==> src/rtl/param_table_responder.sv <==
// Read-only parameter table served over a valid/ready request/response pair.
// Define PARAM_TABLE_DUMP_EN to enable the dump_start full-table dump mode.
module param_table_responder #(
  parameter logic        SOME_BIT_PARAM       = 1'b0,
  parameter logic [31:0] SOME_OTHER_INT_PARAM = 32'd0
) (
  input  logic        clk,
  input  logic        rst,
  input  logic        req_valid,
  output logic        req_ready,
  input  logic [2:0]  req_idx,
  input  logic        dump_start,
  output logic        rsp_valid,
  input  logic        rsp_ready,
  output logic [31:0] rsp_data,
  output logic        rsp_err,
  output logic        rsp_last,
  output logic [15:0] rsp_count
);

  typedef enum logic [1:0] {IDLE, RESP, DUMP} state_t;

  state_t      r_state;
  logic [31:0] r_data;
  logic        r_err;
  logic        r_last;
  logic [15:0] r_count;
  logic        w_dump_go;
  logic        w_beat_done;

  // Returns {err, data} for one table index.
  function automatic logic [32:0] entry(input logic [2:0] idx);
    case (idx)
      3'd0:    entry = {1'b0, 31'd0, SOME_BIT_PARAM};
      3'd1:    entry = {1'b0, SOME_OTHER_INT_PARAM};
      3'd2:    entry = {1'b0, 32'h5041_524D};
      3'd3:    entry = {1'b0, 32'd5};
      3'd4:    entry = {1'b0, 24'd0, SOME_OTHER_INT_PARAM[15:8]};
      default: entry = {1'b1, 32'd0};
    endcase
  endfunction

  function automatic logic [15:0] sat_inc(input logic [15:0] v);
    sat_inc = (v == 16'hFFFF) ? v : v + 16'd1;
  endfunction

`ifdef PARAM_TABLE_DUMP_EN
  logic [2:0] r_ptr;
  assign w_dump_go = (r_state == IDLE) && dump_start;
`else
  logic w_unused_dump_start;
  assign w_unused_dump_start = dump_start;
  assign w_dump_go = 1'b0;
`endif

  assign req_ready   = (r_state == IDLE) && !w_dump_go;
  assign rsp_valid   = (r_state != IDLE);
  assign w_beat_done = rsp_valid && rsp_ready;
  assign rsp_data    = r_data;
  assign rsp_err     = r_err;
  assign rsp_last    = r_last;
  assign rsp_count   = r_count;

  always_ff @(posedge clk or posedge rst) begin
    if (rst) begin
      r_state <= IDLE;
      r_data  <= 32'd0;
      r_err   <= 1'b0;
      r_last  <= 1'b0;
      r_count <= 16'd0;
`ifdef PARAM_TABLE_DUMP_EN
      r_ptr   <= 3'd0;
`endif
    end else begin
      if (w_beat_done) r_count <= sat_inc(r_count);
      case (r_state)
        IDLE: begin
`ifdef PARAM_TABLE_DUMP_EN
          if (dump_start) begin
            r_state         <= DUMP;
            r_ptr           <= 3'd0;
            {r_err, r_data} <= entry(3'd0);
            r_last          <= 1'b0;
          end else
`endif
          if (req_valid) begin
            r_state         <= RESP;
            {r_err, r_data} <= entry(req_idx);
            r_last          <= 1'b1;
          end
        end
        RESP: begin
          if (rsp_ready) r_state <= IDLE;
        end
`ifdef PARAM_TABLE_DUMP_EN
        // Walk entries 0..4; each accepted beat loads the next entry.
        DUMP: begin
          if (rsp_ready) begin
            if (r_ptr == 3'd4) begin
              r_state <= IDLE;
            end else begin
              r_ptr           <= r_ptr + 3'd1;
              {r_err, r_data} <= entry(r_ptr + 3'd1);
              r_last          <= (r_ptr == 3'd3);
            end
          end
        end
`endif
        default: r_state <= IDLE;
      endcase
    end
  end

endmodule
==> config.mk <==
export PLATFORM = sky130hd
export DESIGN_NAME = param_table_responder
export DESIGN_NICKNAME = d
export VERILOG_FILES = /design/src/rtl/param_table_responder.sv
export SDC_FILE = /design/constraint.sdc
export NUM_CORES = 1
export LEC_CHECK = 0
export ABC_AREA = 1
export CORE_ASPECT_RATIO = 1.4
export CORE_UTILIZATION = 24
export CTS_CLUSTER_SIZE = 24
export DETAILED_ROUTE_END_ITERATION = 8
export GPL_ROUTABILITY_DRIVEN = 0
export GPL_TIMING_DRIVEN = 0
export HOLD_SLACK_MARGIN = 0.03
export PLACE_DENSITY_LB_ADDON = 0.15
export SLEW_MARGIN = 20
export SYNTH_ARGS = -nofsm -noshare
export SYNTH_HDL_FRONTEND = slang
export SYNTH_SLANG_ARGS = --single-unit
export TNS_END_PERCENT = 10
==> constraint.sdc <==
create_clock -name clk -period 2.3 [get_ports clk]
set_clock_uncertainty 0.2 [all_clocks]
set_input_delay 0.69 -clock clk [delete_from_list [all_inputs] [get_ports clk]]
set_output_delay 0.69 -clock clk [all_outputs]
set_load 0.02 [all_outputs]
* Word-level counts from Yosys, hierarchy flattened *
Index checks and enable logic that the tools add are counted.

storage, ports and cells
  register bits after elaboration = 52
  output and inout port bits = 52
  word-level logic and storage cells = 27

operators by class
  $add $sub $neg = 1
  equal/unequal tests = 8
  mux-type cells = 4
  bitwise gates (word level) = 1
  reduce and logical (&&, ||, !) cells = 8

operators by type and width
  cell                   number
  $pmux 33 s3            1
  $add 16x1->16 const B  1
  $eq 16x16->1 const B   1
  $eq 3x2->1 const B     2
  $reduce_and 2->1       3
  $mux 2                 2
  $ne 2x2->1 const B     2
  $pmux 2 s2             1
  $eq 3x1->1 const B     1
  $eq 3x3->1 const B     1
  $logic_not 3->1        1
  $reduce_or 3->1        1
  $eq 2x1->1 const B     1
  $logic_not 2->1        1
  $reduce_bool 2->1      1
  $logic_and 1x1->1      1
  $not 1->1              1

* Logic depth before layout (Yosys ltp) *
  depth after elaboration = 3
  depth in mapped cells = 9
  depth with buffers taken out = 9

* Least setup slack after synthesis *
OpenSTA, ideal clock, no wires.

  path kind = register -> register
  start = register r_count[0], in the netlist rsp_count[0]
  end = register r_count[9], in the netlist rsp_count[9]
  library setup time = 0.117 ns
  arrival time = 1.442 ns
  required time = 1.983 ns
  path slack = 0.542 ns
  cell stages (with the launch flop) = 10
  path buffers = 1
  cell sequence = dfrtp_1 -> ha_1 -> inv_1 -> nor2_4 -> nand2_1 -> nor2_2 -> nor2_2 -> buf_6 -> nand2_1 -> nand2_1

on the way
  word-level cells in the longest chain between the ends = 3

ends and longest elaborated chain
  element                                                line  text
  from (decl)                                            27    logic [15:0] r_count;
  from (signal assigned)                                 75    if (w_beat_done) r_count <= sat_inc(r_count);
  branches (longest 3 deep; another with $add 16x1->16)  n/a

Parallel ways; which one is timed is not known.
A chain may end at the register's enable or synchronous reset.

* Worst setup path in the final report *
  start = register r_count[12], in the netlist rsp_count[12]
  end = output port rsp_count[12]

RTL lines
  element    line  text
  to (decl)  18    output logic [15:0] rsp_count

No word-level cell between the ends.

==> metrics.log <==
[metrics] met2 routed WL: 1.76 mm
[metrics] fraction of synthesis flops using an asynchronous set or reset pin: 100%
[metrics] category of cells accounting for the largest share of critical-path delay: buffers and inverters
[metrics] first-pass GRT wire length: 5.69 mm
[metrics] worst reg2reg startpoint: rsp_count[0]$_DFFE_PP0P_
[metrics] number of global-route vias before repair: 1,247
[metrics] Max Freq: 444 MHz
[metrics] IO buf count: 37
[metrics] Main synth FF type: sky130_fd_sc_hd__dfrtp_1
[metrics] max-cap viol count: 0
[metrics] buffer count from post-CTS setup fixing: 0
[metrics] drc violations: 0
[metrics] Std-Cell Rows: 33
[metrics] data arrival time of the critical path: 1.36 ns
[metrics] highest net fanout along the worst path: 6
[metrics] reg-to-reg critical path endpoint: rsp_count[12]$_DFFE_PP0P_
[metrics] critical path depth: 1
[metrics] final total negative setup slack: 0 ns
[metrics] CP Cell Sequence: clkdlybuf4s50_1
[metrics] internal reg-to-reg setup slack: 0.50 ns
[metrics] most repeated cell in the gate-level netlist after synthesis: sky130_fd_sc_hd__nand2_1
[metrics] via density per instance: 3.93
[metrics] number of buffers inserted for hold repair after clock tree synthesis: 0
[metrics] syn avg cell area: 6.98 sq um
[metrics] insertion delay of the later-clocked pin in the worst-skew pair: 0.26 ns
[metrics] TritonCTS clock tree: yes
[metrics] Die Width: 69.0 um
[metrics] count of placed standard cells including taps: 343
[metrics] Worst slew margin: 45.3%
[metrics] die height: 95.8 um
[metrics] ant diodes: 0
[metrics] number of top-level pins: 60
[metrics] CP required: 1.41 ns
[metrics] Routed Wire Length: 3.43 mm
[metrics] peak per-stage delay on the critical path: 0.65 ns
[metrics] average detailed-routed wire length per instance: 9.89 um
[metrics] transition time at the pin with the least slew margin: 0.819 ns
[metrics] sum of net half-perimeters after detailed placement: 2.71 mm
[metrics] CTS H-tree lvls: 1
[metrics] count of pins over their slew limit: 0
[metrics] cell type with the largest total area after synthesis: sky130_fd_sc_hd__dfrtp_1
[metrics] Placeable Area: 5950 sq um
[metrics] Pleak: 0.00112 uW
[metrics] total number of vias: 1,362
[metrics] Synth Instances: 216
[metrics] final core area utilization: 34.9%
[metrics] clock tree root buffer cell: sky130_fd_sc_hd__clkbuf_8
[metrics] #FFs+latches synth: 21
[metrics] metal3 WL: 170 um
[metrics] critical path endpoint: rsp_count[12]
[metrics] layout net count: 287
[metrics] Max Used Layer: met4
[metrics] worst vdd ir: 0.367 mV
[metrics] number of detailed-routing iterations run before antenna repair: 4
[metrics] Reg2Reg Depth: 7
[metrics] ratio of final minimum period to clock period: 98.0%
[metrics] element type at the critical path end: output pin
[metrics] pin count of the biggest net entering global routing: 22
[metrics] final setup violation count: 0
[metrics] run status: completed
[metrics] post-detailed-route count of antenna-violating nets: 0
[metrics] initial antenna violation count: 0
[metrics] number of flops mapped to enable cells by yosys: 0
[metrics] fraction of final layout cells with drive strength greater than 1: 22.0%
[metrics] count of unique library cells instantiated by Yosys: 22
[metrics] number of fillers in the final layout: 656
[metrics] Mapped Area: 1510 sq um
[metrics] CTS sink count: 21
[metrics] Seq/Total Area, Yosys: 34.9%
[metrics] count of non-filler cells in the finished layout: 347
[metrics] Hold Crit Class: reg -> reg
[metrics] M1 WL: 1.46 mm
[metrics] unrepaired setup endpoints after global routing: no
[metrics] beginning of the critical path: rsp_count[12]$_DFFE_PP0P_
[metrics] time the worst path needs with I/O delays and setup: 2.25 ns
[metrics] startpoint kind of the worst setup timing path: flop
[metrics] portion of synthesized cell area occupied by the leading cell type: 34.9%
[metrics] final hold vios: 0
[metrics] layout overhead on the synthesized area: 37.8%
[metrics] most numerous cell types in the synthesized netlist: 75 x sky130_fd_sc_hd__nand2_1, 30 x sky130_fd_sc_hd__buf_4, 24 x sky130_fd_sc_hd__inv_1, 21 x sky130_fd_sc_hd__dfrtp_1, 13 x sky130_fd_sc_hd__nor2_1
[metrics] clock-pin transition on the worst setup and hold timing paths: 0.08 ns
[metrics] P per Cell Area: 599 nW/um^2
[metrics] global-route usage over all layers: 11.5%
[metrics] initial drt markers: 36
[metrics] maximum clock path buffer count: 2
[metrics] Total Die Area: 6610 sq um
[metrics] Remaining Overflow, GRT: 0
[metrics] total chip power: 1250 uW
[metrics] critical-path cell with the highest stage delay: sky130_fd_sc_hd__clkdlybuf4s50_1
[metrics] Bufs and invs on worst path: 1
[metrics] clock buffers created by TritonCTS: 3
[metrics] Ys Warns: 0
[metrics] starting utilization of the core area: 25.4%
[metrics] largest cells by area after synthesis: sky130_fd_sc_hd__dfrtp_1 35%, sky130_fd_sc_hd__nand2_1 19%, sky130_fd_sc_hd__buf_4 15%, sky130_fd_sc_hd__inv_1 6.0%, sky130_fd_sc_hd__nand3_1 3.3%
[metrics] Crit Path Class: reg -> out
flip-flops by register name, indices dropped and copies added, names as in the netlist:
signal / count
r_state: 1
rsp_data: 2
rsp_last: 1
rsp_count: 16
rsp_err: 1
cells by family (layout without fill, tap and decap cells):
family	Yosys count	after routing	share of synthesized area, %
AOI/OAI and AO/OA	7	7	2.32
xor gates and xnor gates	4	4	2.32
adders and majority gates	1	1	0.830
buffers and inverters	57	98	22.7
DFF	21	21	34.9
other	1	21	0.249
and+or+nand+nor	125	125	36.8
layout by cell type (no fill, tap or decap), drive strengths merged:
| cell | instances |
|---|---|
| ha | 1 |
| nand3b | 1 |
| a21oi | 1 |
| clkdlybuf4s50 | 22 |
| xor2 | 2 |
| and2 | 1 |
| inv | 25 |
| nand4 | 8 |
| nor3 | 1 |
| nand2 | 81 |
| or2 | 1 |
| o21ai | 6 |
| dlygate4sd2 | 2 |
| dlymetal6s2s | 5 |
| dfrtp | 21 |
| clkbuf | 4 |
| buf | 40 |
| xnor2 | 2 |
| nand3 | 10 |
| nor2 | 22 |
| conb | 21 |
per-stage QoR:
stage	hold WS (ns)	setup WS, ns	cell area [sq um]
after floorplan	0.388	0.542	1580
after global placement	0.273	0.0210	2040
after detailed placement	0.273	0.0128	2040
after CTS	0.294	0.0147	2060
after global routing	0.326	0.00448	2080
final	0.283	0.0467	2080
worst min-delay path by stage:
stage	start	end	depth (start not counted)
after global placement	rsp_last$_DFFE_PP0P_	rsp_last$_DFFE_PP0P_	1
final	rsp_last$_DFFE_PP0P_	rsp_last$_DFFE_PP0P_	1
after global routing	rsp_last$_DFFE_PP0P_	rsp_last$_DFFE_PP0P_	1
after detailed placement	rsp_last$_DFFE_PP0P_	rsp_last$_DFFE_PP0P_	1
after floorplan	rsp_err$_DFFE_PP0P_	rsp_err$_DFFE_PP0P_	2
after CTS	rsp_last$_DFFE_PP0P_	rsp_last$_DFFE_PP0P_	1
per-layer routing:
metal  vias to the layer above  GRT usage [%]
met3                         4           1.54
met1                       585           13.2
li1                        732              -
met5                         -              0
met2                        41           21.0
met4                         0           4.08
cell type report:
type / count / area, sq um / area share, %
clock buffer: 4 / 45.0 / 2.17
sequential: 21 / 527 / 25.4
timing repair buffer: 37 / 360 / 17.3
inverter: 25 / 93.8 / 4.52
tap: 70 / 87.6 / 4.22
buffer: 32 / 248 / 11.9
multi-input combinational: 158 / 716 / 34.5
where the power goes:
group          internal [uW]  total, uW  switching [uW]
Clock                    124        253             129
Sequential               422        502            80.7
Combinational            226        490             265
timing repair:
item | in CTS | in global routing
cloned | 0 | 0
gates resized for setup | 11 | 5
endpoints found under the setup margin | 11 | 5
pin swaps | 0 | 0
Power figures use the tool's default switching activity.
==> patch 1, RTL diff (same settings) <==
Reset style: synchronous (`rst`), changed in one clocked block.
--- a/src/rtl/param_table_responder.sv
+++ b/src/rtl/param_table_responder.sv
@@ -62,5 +62,5 @@
   assign rsp_count   = r_count;
 
-  always_ff @(posedge clk or posedge rst) begin
+  always_ff @(posedge clk) begin
     if (rst) begin
       r_state <= IDLE;
Check against the original RTL: differs if rst is asserted again (counterexample within 4 cycles, from zero or initial values and one cycle with rst high); with rst held inactive, the same outputs for 10 cycles.
==> patch 1 against the unedited design <==
- count of clock-buffer cells in the layout stayed put
- non-clock buffer count shrank 1
- cell area is 4.9% lower
- setup slack better by 0.046 ns
- synthesized cell count is 2.8% higher
- sequential cell count did not move
- global-route usage barely moved
- wire length decreased by 6.6%
- maximum frequency up 2.1%
- synthesized area fell by 6.6%
Power is not compared: it rests on default switching activity, and its combinational part moved more than twofold at a synthesized area within 25%.
==> patch 1: results (changes against the unedited design) <==
Worst setup path
  – CP max stage delay: 0.59 ns (-0.06 ns)
  – R2R depth: 9 (+2)
  – Largest fanout on the critical path: 3 (-3)
  – CP max stage cell: clkdlybuf4s50_1
  – Crit path max-delay family: buffers and inverters

GRT
  – Global route overflow: 0 (unchanged)
  – Vias in the first global route: 1,227 (-1.6%)
  – Initial antenna violation count: 0 (unchanged)
  – First-pass GRT wire length: 5470 µm (-3.9%)
  – Largest net degree at the start of global routing: 12 (-45%)
  – GRT Overall Usage: 11.5% (-0.029 points)

Power
  – Leakage power: 0.985 nW
  – Peak VDD IR: 0.153 mV

Finish
  – Nets: 293 (+2.1%)
  – Largest register FFs: 16 (unchanged)
  – Share of post-route cells with drive strength above 1: 20.8% (-1.2 points)
  – Inserted Diodes: 0 (unchanged)

Clock tree
  – Clock latency at the later pin of the worst-skew pair: 0.26 ns (about the same)
  – Post-CTS Setup Bufs: 0 (unchanged)
  – Inserted Clock Buffers: 3 (unchanged)
  – Clock-pin slew on the worst setup and hold paths: 0.08 ns (about the same)
  – Clk buf depth: 2 (unchanged)
  – Htree depth: 1 (unchanged)
  – Clock root cell: clkbuf_8

Synth
  – Async set-reset flop share out of synthesis: 0% (-100 points)
  – Distinct cells, synth: 20 (-9.1%)
  – Largest cells by area after synthesis: dfxtp_1, buf_4, nand2_1, nor2_1, inv_1
  – Synth warn: 0 (unchanged)
  – Top_reg_cell synth: dfxtp_1
  – Register area share after synthesis: 29.8% (-5.0 points)
  – Post-synth top cells: nand2_1, nor2_1, buf_4

Place
  – Port bufs: 37 (unchanged)
  – HPWL Detailed: 2530 µm (-6.5%)

Drt
  – First-pass DRT Iterations: 4 (unchanged)
  – Initial drt markers: 45 (+25%)
  – Via density: 3.84 (-2.2%)
  – Routed len/inst: 9.13 µm (-7.7%)

Min path
  – Type of the worst min-delay path: flip-flop to flip-flop
  – Hold Path Depth: 2 (+1)

Run status
  – Status: complete, no violations
## patch 1: cell count changes after synthesis, moves of 4 or more
| cell | before | now |
|---|---|---|
| nand4_1 | 8 | 0 |
| dfrtp_1 | 21 | 0 |
| nand2_1 | 75 | 60 |
| nor2_1 | 13 | 47 |
| dfxtp_1 | 0 | 21 |
| o21ai_0 | 6 | 2 |
## patch 1: power breakdown
group | total (mW) | switching [mW] | internal (mW)
clock network | 0.253 | 0.130 | 0.124
logic | 0.149 | 0.0806 | 0.0685
registers | 0.378 | 0.00763 | 0.370
## patch 1: area by class of cell
cell class / instances / area [µm²]
fill: 619 / 3590
multi-input combinational: 165 / 737
sequential: 21 / 424
timing repair buffer: 37 / 357
buffer: 31 / 233
inverter: 25 / 93.8
tap: 68 / 85.1
clock buffer: 4 / 45.0
## patch 1: repair_timing
| action | in CTS | in global routing |
|---|---|---|
| endpoints found under the setup margin | 9 | 5 |
| hold buffers | 0 | 0 |
| resized for setup | 7 | 5 |
| endpoints found under the hold margin | 0 | 0 |
| cloned | 0 | 0 |
## patch 1: kinds of logic after synthesis
family / Yosys count / synth area share (%)
adder cells (fa/ha/maj): 1 / 0.888
other: 1 / 0.266
AO/OA/AOI/OAI: 7 / 2.93
buffers and inverters: 56 / 23.2
flip-flops: 21 / 29.8
AND/OR/NAND/NOR: 136 / 42.9
## patch 1: final timing paths
path	from	to	slack, ns
setup / recovery	rsp_data[2]	rsp_data[2]	0.09
setup reg to reg	rsp_count[0]	rsp_count[1]	0.61
hold reg to reg	rsp_last	rsp_last	0.29
hold / removal	rsp_last	rsp_last	0.29
## patch 1: stage by stage
stage | setup TNS [ns] | power [mW] | worst slack (ns) | area [µm²] | instances
3_5_place_dp | -0.167 | 0.538 | -0.0939 | 1940 | 347
3_3_place_gp | -0.166 | 0.538 | -0.0941 | 1940 | 347
4_1_cts | 0 | 0.795 | 0.0121 | 1980 | 351
6_report | 0 | 0.780 | 0.0930 | 1970 | 351
5_1_grt | 0 | 0.822 | 0.0214 | 1970 | 351
2_1_floorplan | 0 | 0.493 | 0.595 | 1480 | 242
## patch 1: worst min-delay path, cell delays in order (launching register included)
cell and delay (ns):
dfxtp_1 0.34, nor2_1 0.05, nor2_1 0.07
## patch 1: layer usage
metal	part of all wire, %	track usage (%)
met5	0	0
met4	1.0	4.26
met3	4.9	1.85
met2	50	19.6
met1	44	14.1
==> patch 2, RTL diff (same settings) <==
Made on the original files. Set the parameter `SOME_BIT_PARAM` to 1'b1 (it was 1'b0).
--- a/src/rtl/param_table_responder.sv
+++ b/src/rtl/param_table_responder.sv
@@ -2,5 +2,5 @@
 // Define PARAM_TABLE_DUMP_EN to enable the dump_start full-table dump mode.
 module param_table_responder #(
-  parameter logic        SOME_BIT_PARAM       = 1'b0,
+  parameter logic        SOME_BIT_PARAM       = 1'b1,
   parameter logic [31:0] SOME_OTHER_INT_PARAM = 32'd0
 ) (
Formal check against the unedited RTL: not equivalent (Yosys sat finds a counterexample within 4 cycles, from zero or initial values and one cycle with rst high).
==> patch 2 against the unedited design <==
- sequential cell count grew 1
- setup slack worse by 0.0061 ns
- register-to-register slack improved by 0.06 ns
- total power up 4.8%
- synthesized area down 1.9%
- critical path depth is the same
- count of clock-buffer cells in the layout down 1
- synthesized cell count down 5.6%
- wire length decreased by 6.9%
- cell area down 0.30%
==> patch 2: results (changes against the unedited design) <==
Run status
  – Status: complete, no violations

Synth
  – Post-synth top cells: nand2_1, buf_4, dfrtp_1, inv_1, nor2_1
  – Top_reg_cell synth: dfrtp_1
  – Post-Syn Instances: 204 (-5.6%)
  – Largest cells by area after synthesis: dfrtp_1, nand2_1, buf_4, inv_1, nand4_1
  – Synth warn: 0 (unchanged)
  – Distinct cells, synth: 23 (+4.5%)
  – Register area share after synthesis: 37.2% (+2.4 points)
  – Async set-reset flop share out of synthesis: 100% (unchanged)

Place
  – HPWL Detailed: 2570 µm (-5.1%)
  – Port bufs: 37 (unchanged)
  – Post-Place Cells: 331 (-3.5%)

Worst setup path
  – CP max stage delay: 0.65 ns (about the same)
  – Largest fanout on the critical path: 6 (unchanged)
  – R2r setup slk: 0.56 ns (+0.06 ns)
  – Arrival @ worst endpoint: 1.37 ns
  – CP max stage cell: clkdlybuf4s50_1
  – Crit path max-delay family: buffers and inverters

Drt
  – Total wire length: 3200 µm (-6.9%)
  – Initial drt markers: 59 (+64%)
  – First-pass DRT Iterations: 4 (unchanged)
  – Vias post-DR: 1,327 (-2.6%)

Finish
  – Share of post-route cells with drive strength above 1: 22.6% (+0.62 points)
  – Cell Count, Final, Fillers Out: 335 (-3.5%)
  – Largest register FFs: 16 (unchanged)
  – Nets: 275 (-4.2%)
  – Inserted Diodes: 0 (unchanged)

Clock tree
  – Clock-pin slew on the worst setup and hold paths: 0.09 ns
  – Clock latency at the later pin of the worst-skew pair: approximately 0.27 ns
  – Clk buf depth: 2 (unchanged)
  – Htree depth: 1 (unchanged)
  – Inserted Clock Buffers: 3 (unchanged)
  – Clock root cell: clkbuf_8
  – Post-CTS Setup Bufs: 0 (unchanged)

Timing
  – Max_slew headroom: 43.3% (-2.0 points)
  – Hold Slack: 0.273 ns (-0.00981 ns)
  – Final setup fails: 0 (unchanged)

GRT
  – Initial antenna violation count: 0 (unchanged)
  – Largest net degree at the start of global routing: 23 (+4.5%)
  – First-pass GRT wire length: 5130 µm (-9.8%)
  – GRT Overall Usage: 10.6% (-0.87 points)
  – Vias in the first global route: 1,125 (-9.8%)

Power
  – Peak VDD IR: 0.300 mV (-18%)
  – Leakage power: 1.09 nW (-2.3%)

Min path
  – Type of the worst min-delay path: flip-flop to flip-flop
-- patch 2: through the flow --
| stage | instance area [µm²] | worst slack [ns] |
|---|---|---|
| 6_report | 2070 | 0.0405 |
| 5_1_grt | 2070 | 0.000630 |
| 4_1_cts | 2060 | 0.0107 |
| 3_5_place_dp | 2010 | 0.0149 |
| 2_1_floorplan | 1550 | 0.621 |
| 3_3_place_gp | 2010 | 0.0440 |
-- patch 2: area by class of cell --
cell class                 instances  area (µm²)
fill                             649        3830
multi-input combinational        146         676
sequential                        22         552
timing repair buffer              37         357
buffer                            30         229
inverter                          26        98.8
tap                               70        87.6
clock buffer                       3        41.3
clock inverter                     1        30.0
-- patch 2: worst reg2reg max path, stage by stage, from the launching register on --
cell     delay [ns]
dfrtp_1        0.42
ha_1           0.27
inv_2          0.06
nor2_4         0.12
nand2_1        0.10
nor2_1         0.23
nand3_1        0.12
nand2_1        0.07
nand2_1        0.05
-- patch 2: cell families (layout without fill, tap and decap cells) --
logic type | Yosys count | count (layout) | synth area share [%]
AO/OA/AOI/OAI | 12 | 12 | 4.23
XOR/XNOR | 1 | 1 | 0.592
adder cells (fa/ha/maj) | 1 | 1 | 0.846
buffers and inverters | 56 | 97 | 22.2
flip-flops | 22 | 22 | 37.2
other | 1 | 21 | 0.254
AND/OR/NAND/NOR | 111 | 111 | 34.7
-- patch 2: metal layers --
layer	GRT usage, %	share of wire (%)	vias up	wire length (µm)
li1	-	-	705	-
met1	12.5	41	578	1310
met2	18.5	52	39	1670
met3	1.57	5.1	5	162
met4	4.69	1.8	0	57
met5	0	0	-	0
-- patch 2: worst paths after layout --
kind | startpoint | to | cells past startpoint
max | rsp_count[9] | rsp_count[9] | 1
min | rsp_last | rsp_last | 1
max reg2reg | rsp_count[0] | rsp_count[14] | 8
min reg2reg | rsp_last | rsp_last | 1
max in group asynchronous | rst | rsp_data[28] | 2
min in group asynchronous | rst | rsp_count[7] | 2
-- patch 2: power breakdown --
part	internal (mW)	total, mW	switching, mW
combinational	0.199	0.434	0.235
clock	0.233	0.372	0.140
sequential	0.436	0.498	0.0616
-- patch 2: repair_timing --
item                                    CTS  global route
resized for setup                        11             3
hold buffers                              0             0
endpoints found under the setup margin   11             3
